==> src/rtl/mem_port_arbiter.sv <==
// Shares one external memory port between instruction fetch and the memory stage.
// MEM has priority, bounded by a streak limit; every transaction is bounded by a timeout.
module mem_port_arbiter #(
    parameter int unsigned XLEN         = 32,
    parameter int unsigned MAX_D_STREAK = 4,
    parameter int unsigned TIMEOUT      = 255
) (
    input  logic            i_clk,
    input  logic            i_rst_n,
    input  logic            i_if_req,
    input  logic [XLEN-1:0] i_if_addr,
    input  logic            i_if_flush,
    output logic            o_if_ack,
    output logic [XLEN-1:0] o_if_data,
    input  logic            i_d_req,
    input  logic [XLEN-1:0] i_d_addr,
    input  logic [XLEN-1:0] i_d_wdata,
    input  logic [2:0]      i_d_funct3,
    input  logic            i_d_we,
    output logic            o_d_ack,
    output logic [XLEN-1:0] o_d_rdata,
    output logic            o_bus_req,
    output logic [XLEN-1:0] o_bus_addr,
    output logic [XLEN-1:0] o_bus_wdata,
    output logic [2:0]      o_bus_funct3,
    output logic            o_bus_we,
    input  logic            i_bus_ack,
    input  logic [XLEN-1:0] i_bus_rdata,
    output logic            o_timeout
);

    localparam int unsigned StreakW = (MAX_D_STREAK > 0) ? $clog2(MAX_D_STREAK + 1) : 1;
    localparam int unsigned TimerW  = (TIMEOUT > 1) ? $clog2(TIMEOUT + 1) : 1;
    localparam logic [StreakW-1:0] StreakMax = StreakW'(MAX_D_STREAK);
    localparam logic [TimerW-1:0]  TimerLast = TimerW'(TIMEOUT - 1);

    typedef enum logic [1:0] {StIdle, StBus, StResp} state_e;

    state_e              state_q, state_d;
    logic                owner_d_q, owner_d_d;   // 1 = MEM owns the bus, 0 = IF
    logic                drop_q, drop_d;
    logic [StreakW-1:0]  streak_q, streak_d;
    logic [TimerW-1:0]   timer_q, timer_d;
    logic                bus_req_q, bus_req_d;
    logic [XLEN-1:0]     bus_addr_q, bus_addr_d;
    logic [XLEN-1:0]     bus_wdata_q, bus_wdata_d;
    logic [2:0]          bus_funct3_q, bus_funct3_d;
    logic                bus_we_q, bus_we_d;
    logic                if_ack_q, if_ack_d;
    logic [XLEN-1:0]     if_data_q, if_data_d;
    logic                d_ack_q, d_ack_d;
    logic [XLEN-1:0]     d_rdata_q, d_rdata_d;
    logic                timeout_q, timeout_d;
    logic                if_valid, d_grant, if_grant;
    logic [XLEN-1:0]     resp_data;

    assign if_valid = i_if_req && !i_if_flush;

    always_comb begin
        state_d      = state_q;
        owner_d_d    = owner_d_q;
        drop_d       = drop_q;
        streak_d     = streak_q;
        timer_d      = timer_q;
        bus_req_d    = bus_req_q;
        bus_addr_d   = bus_addr_q;
        bus_wdata_d  = bus_wdata_q;
        bus_funct3_d = bus_funct3_q;
        bus_we_d     = bus_we_q;
        if_ack_d     = 1'b0;
        if_data_d    = if_data_q;
        d_ack_d      = 1'b0;
        d_rdata_d    = d_rdata_q;
        timeout_d    = 1'b0;
        d_grant      = 1'b0;
        if_grant     = 1'b0;
        resp_data    = '0;

        unique case (state_q)
            StIdle: begin
                drop_d = 1'b0;
                if (i_d_req && !(if_valid && streak_q == StreakMax)) begin
                    d_grant      = 1'b1;
                    owner_d_d    = 1'b1;
                    bus_addr_d   = i_d_addr;
                    bus_wdata_d  = i_d_wdata;
                    bus_funct3_d = i_d_funct3;
                    bus_we_d     = i_d_we;
                end else if (if_valid) begin
                    if_grant     = 1'b1;
                    owner_d_d    = 1'b0;
                    bus_addr_d   = i_if_addr;
                    bus_funct3_d = 3'b010;
                    bus_we_d     = 1'b0;
                end
                if (d_grant || if_grant) begin
                    bus_req_d = 1'b1;
                    timer_d   = '0;
                    state_d   = StBus;
                end
            end
            StBus: begin
                timer_d = timer_q + 1'b1;
                // A flush on the completing edge still suppresses the fetch ack.
                drop_d  = drop_q || (!owner_d_q && i_if_flush);
                if (i_bus_ack || timer_q == TimerLast) begin
                    resp_data = i_bus_ack ? i_bus_rdata : '0;
                    bus_req_d = 1'b0;
                    timeout_d = !i_bus_ack;
                    state_d   = StResp;
                    if (owner_d_q) begin
                        d_ack_d   = 1'b1;
                        d_rdata_d = resp_data;
                    end else if (!drop_d) begin
                        if_ack_d  = 1'b1;
                        if_data_d = resp_data;
                    end
                end
            end
            StResp: begin
                drop_d  = 1'b0;
                state_d = StIdle;
            end
            default: state_d = StIdle;
        endcase

        if (!if_valid || if_grant) begin
            streak_d = '0;
        end else if (d_grant && streak_q != StreakMax) begin
            streak_d = streak_q + 1'b1;
        end
    end

    always_ff @(posedge i_clk or negedge i_rst_n) begin
        if (!i_rst_n) begin
            state_q      <= StIdle;
            owner_d_q    <= 1'b0;
            drop_q       <= 1'b0;
            streak_q     <= '0;
            timer_q      <= '0;
            bus_req_q    <= 1'b0;
            bus_addr_q   <= '0;
            bus_wdata_q  <= '0;
            bus_funct3_q <= '0;
            bus_we_q     <= 1'b0;
            if_ack_q     <= 1'b0;
            if_data_q    <= '0;
            d_ack_q      <= 1'b0;
            d_rdata_q    <= '0;
            timeout_q    <= 1'b0;
        end else begin
            state_q      <= state_d;
            owner_d_q    <= owner_d_d;
            drop_q       <= drop_d;
            streak_q     <= streak_d;
            timer_q      <= timer_d;
            bus_req_q    <= bus_req_d;
            bus_addr_q   <= bus_addr_d;
            bus_wdata_q  <= bus_wdata_d;
            bus_funct3_q <= bus_funct3_d;
            bus_we_q     <= bus_we_d;
            if_ack_q     <= if_ack_d;
            if_data_q    <= if_data_d;
            d_ack_q      <= d_ack_d;
            d_rdata_q    <= d_rdata_d;
            timeout_q    <= timeout_d;
        end
    end

    assign o_if_ack     = if_ack_q;
    assign o_if_data    = if_data_q;
    assign o_d_ack      = d_ack_q;
    assign o_d_rdata    = d_rdata_q;
    assign o_bus_req    = bus_req_q;
    assign o_bus_addr   = bus_addr_q;
    assign o_bus_wdata  = bus_wdata_q;
    assign o_bus_funct3 = bus_funct3_q;
    assign o_bus_we     = bus_we_q;
    assign o_timeout    = timeout_q;

endmodule

==> config.mk <==
export PLATFORM = sky130hd
export DESIGN_NAME = mem_port_arbiter
export DESIGN_NICKNAME = d
export VERILOG_FILES = /design/src/rtl/mem_port_arbiter.sv
export SDC_FILE = /design/constraint.sdc
export NUM_CORES = 1
export LEC_CHECK = 0
export BUFFER_PORTS_ARGS = -buffer_cell sky130_fd_sc_hd__clkbuf_2
export CAP_MARGIN = 20
export CORE_ASPECT_RATIO = 0.5
export CORE_UTILIZATION = 30
export CTS_BUF_LIST = sky130_fd_sc_hd__clkbuf_2 sky130_fd_sc_hd__clkbuf_4 sky130_fd_sc_hd__clkbuf_8
export CTS_CLUSTER_DIAMETER = 50
export DETAILED_ROUTE_END_ITERATION = 12
export PLACE_DENSITY_LB_ADDON = 0.08
export SETUP_SLACK_MARGIN = 0.5
export SLEW_MARGIN = 20
export SYNTH_ARGS = -nofsm -noshare
export SYNTH_HDL_FRONTEND = slang
export SYNTH_SLANG_ARGS = --single-unit
==> constraint.sdc <==
create_clock -name i_clk -period 1.7 [get_ports i_clk]
set_input_delay 0.085 -clock i_clk [delete_from_list [all_inputs] [get_ports i_clk]]
set_output_delay 0.085 -clock i_clk [all_outputs]
set_load 0.1 [all_outputs]
==> Word-level counts from Yosys, hierarchy flattened <==
Cells that the tools add are included.
{ "word_totals": {"ff_bits": 151, "wordCells": 88} }
{ "classes": {"eq_ne": 7, "mux": 35, "add_sub_neg": 2, "n_bitwise": 2, "n_reduce_logical": 27} }
{ "op_table": {"columns": ["operator", "count"], "rows": [
  ["$mux W32", 3],
  ["$mux W1", 21],
  ["$pmux W8 S2", 1],
  ["$mux W3", 4],
  ["$add A8 B1 Y8 const B", 1],
  ["$eq A8 B8 Y1 const B", 1],
  ["$mux W8", 1],
  ["$reduce_and A2 Y1", 4],
  ["$reduce_bool A2 Y1", 4],
  ["$reduce_and A3 Y1", 2],
  ["$logic_and A1 B1 Y1", 5],
  ["$logic_not A1 Y1", 5],
  ["$logic_or A1 B1 Y1", 4],
  ["$mux W2", 2],
  ["$ne A2 B2 Y1 const B", 2],
  ["$pmux W1 S2", 2],
  ["$pmux W2 S2", 1],
  ["$reduce_and A4 Y1", 1],
  ["$add A3 B1 Y3 const B", 1],
  ["$eq A3 B3 Y1 const B", 1],
  ["$ne A3 B3 Y1 const B", 1],
  ["$eq A2 B1 Y1 const B", 1],
  ["$eq A2 B2 Y1 const B", 1],
  ["$logic_not A2 Y1", 1],
  ["other kinds (2)", 3]
]} }

==> Depth between registers and ports, before layout <==
{ "logic_depth": {"word_depth": 11, "ltp_mapped": 8, "ltp_nobuf": 6} }

==> Least setup slack after synthesis <==
OpenSTA, ideal clock, no wires.
{ "synth_timing": {"path_type": "reg-to-reg", "startpoint": "register streak_q[0]", "endpoint": "register bus_wdata_q[10] (netlist: o_bus_wdata[10])", "path_slack_ns": 0.028, "setup_ns": 0.125, "path_stages_with_launch": 8, "period_less_slack_ns": 1.672, "t_required_ns": 1.575, "t_arrival_ns": 1.546, "cell_sequence": "dfrtp_1 > inv_1 > ha_1 > nand4b_1 > nand2_1 > nor2_4 > buf_4 > mux2_2"} }
{ "synth_between": {"elab_chain_cells": 5} }
{ "synth_rtl": {"columns": ["element", "line", "text"], "rows": [
  ["start, declared", "42", "logic [StreakW-1:0] streak_q, streak_d;"],
  ["start signal, assigned", "155", "streak_q <= streak_d;"],
  ["$eq A3 B3 Y1", "82", "if (i_d_req && !(if_valid && streak_q == StreakMax)) begin"],
  ["$logic_and A1 B1 Y1", "82", null],
  ["$logic_not A1 Y1", "82", null],
  ["$logic_and A1 B1 Y1", "82", null],
  ["$reduce_and A2 Y1 (no line)", null, null],
  ["end signal, assigned", "159", "bus_wdata_q <= bus_wdata_d;"],
  ["end, declared", "46", "logic [XLEN-1:0] bus_wdata_q, bus_wdata_d;"]
]} }
Every way passes these cells.
A chain may end at the register's enable or synchronous reset.

==> Worst setup path after layout <==
{ "layout_timing": {"startpoint": "register streak_q[0]", "endpoint": "register bus_wdata_q[30] (netlist: o_bus_wdata[30])"} }
Same word-level chain as after synthesis.

==> results by group <==
Outcome
  – Run status: completed

Routing
  – WL final: 23,040 µm
  – Detail Route Antenna Nets: 0
  – WL/cell: 18.25 µm
  – Number of DRC markers in iteration 0: 164
  – DRC: 0
  – Vias/cell: 4.761
  – Vias: 6,008
  – Drt first pass iters: 5

Die
  – Chip Height: 102.2 µm
  – Core area: 0.01955 mm²
  – Die Width: 202.3 µm
  – Initial Util: 0.3079
  – Die area: 0.02067 mm²
  – Rows: 36
  – IO Pins: 274

Placed design
  – PortBufs: 273
  – Hpwl dp: 11,760 µm
  – GP Congestion: 0.7774

Yosys
  – Yosys cell types: 40
  – Seq cells post-synth: 151
  – Post-Syn Area: 0.006020 mm²
  – Post-synthesis cell count: 494
  – Syn_nets: 636
  – Yosys warning count: 0
  – Syn Area/Cell: 12.19 µm²
  – Register area share after synthesis: 0.6277

Setup path
  – Worst-path maximum fanout: 9
  – Critical Path RT: 2040 ps
  – Max incr delay on CP: 350 ps
  – Buffers & Inverters on Critical Path: 3
  – Worst path slowest cell: dfrtp_1
  – WP data arrival: 1980 ps
  – Critical path, cell by cell: inv_1 -> ha_2 -> nand4b_1 -> nand2_2 -> nor2_4 -> buf_12 -> clkbuf_16 -> mux2_2
  – Delay-heaviest family, CP: flip-flops
  – Startpoint types: register
  – Crit. End Element: register
  – CP Class: register to register

Clock network
  – Max Root-Sink Buffers: 2
  – TritonCTS buffer count: 17
  – Worst skew pair latency: 450 ps
  – Clk sinks: 151
  – H-tree levels: 4
  – Worst-path clk slew: 90 ps
  – CTS tree: built
  – CTS root buffer: clkbuf_8

STA
  – Slew HR: 0.7159
  – RSZ-0062 raised after global routing: true
  – Final setup TNS: 0 ps
  – Slew Viols, Final: 0
  – Final setup vio count: 0
  – Setup Skew: 14.62 ps
  – Worst-Margin Slew: 426.1 ps
  – Fmax: 0.6087 GHz
  – Final Critical Period: 1643 ps
  – Final hold violations: 0
  – Final worst-path cycle share: 0.9664

Global route
  – Grt total ovfl: 0
  – Global-route wire length before repair: 34,310 µm
  – GRT Overall Usage: 0.2182
  – Largest net degree at the start of global routing: 43
  – Number of global-route vias before repair: 6,102
  – Initial antenna violation count: 0

Job
  – Max Cap Viol: 0

Final layout
  – Share of cells above drive strength 1: 0.5211
  – Antenna Cells: 0
  – Area growth from synthesis to layout: 111.8%
  – Commonest non-fill, non-tap cell in the layout: dfrtp_1
  – Commonest non-fill, non-tap cells in the layout: 148 x dfrtp_1, 136 x clkbuf_2, 135 x dlygate4sd3_1, 67 x a22o_1, 60 x buf_8
  – Nets@finish: 1,125

Min path
  – Worst hold-check path type: input pin to async pin
kinds of logic (layout without fill, tap and decap cells):
| logic type | Yosys count | after routing | synth area share |
|---|---|---|---|
| compound gates | 153 | 153 | 0.1752 |
| flops | 151 | 151 | 0.6277 |
| simple gates | 111 | 115 | 0.08689 |
| buf+inv | 41 | 539 | 0.03908 |
| mux | 32 | 32 | 0.05986 |
| fa+ha+maj | 4 | 4 | 0.008315 |
| xor+xnor | 2 | 2 | 0.002911 |
stage by stage:
stage | instances | utilization | instance area (µm²) | setup slack, ps | hold WS [ps]
2_1_floorplan | 494 | - | 6299 | 69.39 | -210.6
3_3_place_gp | 1027 | 0.4095 | 8005 | 105.8 | 37.45
3_5_place_dp | 1027 | 0.4095 | 8005 | 64.94 | 31.74
4_1_cts | 1235 | 0.6141 | 12010 | 70.61 | 89.81
5_1_grt | 1262 | 0.6521 | 12750 | -15.50 | 108.9
6_report | 1262 | 0.6521 | 12750 | 57.10 | 120.2
area by class of cell:
type	count	area [µm²]
fillers	1433	6800
repair buffers	500	5674
clock buffers	20	256.5
inverters	7	26.28
well taps	266	332.8
flip-flops and latches	151	3782
multi-input cells	306	2511
clock inverters	12	165.2
cells in the mapped netlist (all sizes together):
| cell type | instances | share of area |
|---|---|---|
| nor3b | 1 | 0.0012 |
| inv | 7 | 0.0044 |
| nand2 | 43 | 0.027 |
| o21a | 1 | 0.0012 |
| nand2b | 2 | 0.0021 |
| a21o | 1 | 0.0012 |
| nand4b | 3 | 0.0044 |
| or2 | 1 | 0.0010 |
| a31o | 1 | 0.0015 |
| a21oi | 69 | 0.059 |
| a41oi | 1 | 0.0015 |
| xor2 | 2 | 0.0029 |
| nor2 | 40 | 0.026 |
| ha | 4 | 0.0083 |
| a41o | 1 | 0.0019 |
| nand4 | 2 | 0.0021 |
| mux2 | 32 | 0.060 |
| and2 | 2 | 0.0021 |
| dfrtp | 151 | 0.63 |
| and3 | 1 | 0.0010 |
| a31oi | 1 | 0.0010 |
| and4 | 1 | 0.0019 |
| nor4 | 1 | 0.0035 |
| clkbuf | 5 | 0.0031 |
| nor2b | 2 | 0.0021 |
| buf | 29 | 0.032 |
| o21ai | 9 | 0.0075 |
| a22o | 67 | 0.097 |
| o31ai | 1 | 0.0012 |
| o22a | 1 | 0.0015 |
| nand3 | 9 | 0.0096 |
| nor3 | 3 | 0.0025 |
timing repair:
| item | in CTS | in global routing |
|---|---|---|
| setup endpoints to repair | 282 | 255 |
| hold buffers | 135 | 0 |
| endpoints found under the hold margin | 286 | 0 |
| pin swaps | 54 | 35 |
| gates cloned | 15 | 7 |
| resized for setup | 365 | 163 |
| buffers inserted | 26 | 20 |
state kept, by name, summed over array words and instances, names as in the netlist:
signal	flops
state_q	2
timer_q	8
o_bus_wdata	32
o_d_rdata	32
o_bus_we	1
o_d_ack	1
o_bus_req	1
o_bus_addr	32
streak_q	3
o_if_ack	1
o_if_data	32
owner_d_q	1
o_timeout	1
drop_q	1
o_bus_funct3	3
path summary, 6_finish.rpt:
path / start / to / slack [ps] / cells past startpoint
max: streak_q[0] / o_bus_wdata[30] / 60 / 8
min reg2reg: timer_q[4] / timer_q[4] / 520 / 1
max in group asynchronous: i_rst_n / o_bus_addr[18] / 960 / 3
min in group i_clk: i_if_flush / drop_q / 130 / 3
min: i_rst_n / o_if_data[12] / 120 / 2
max reg2reg: streak_q[0] / o_bus_wdata[30] / 60 / 8
metal layers:
layer,track usage,routed length [µm],vias up
li1,-,-,2761
met1,0.2824,10220,3026
met2,0.3675,11320,192
met3,0.04688,1117,29
met4,0.07345,382,0
met5,0,0,-
Power is left out: the tool's default activity adds up to more than one toggle a clock period on the data nets, which glitch-free logic cannot reach.
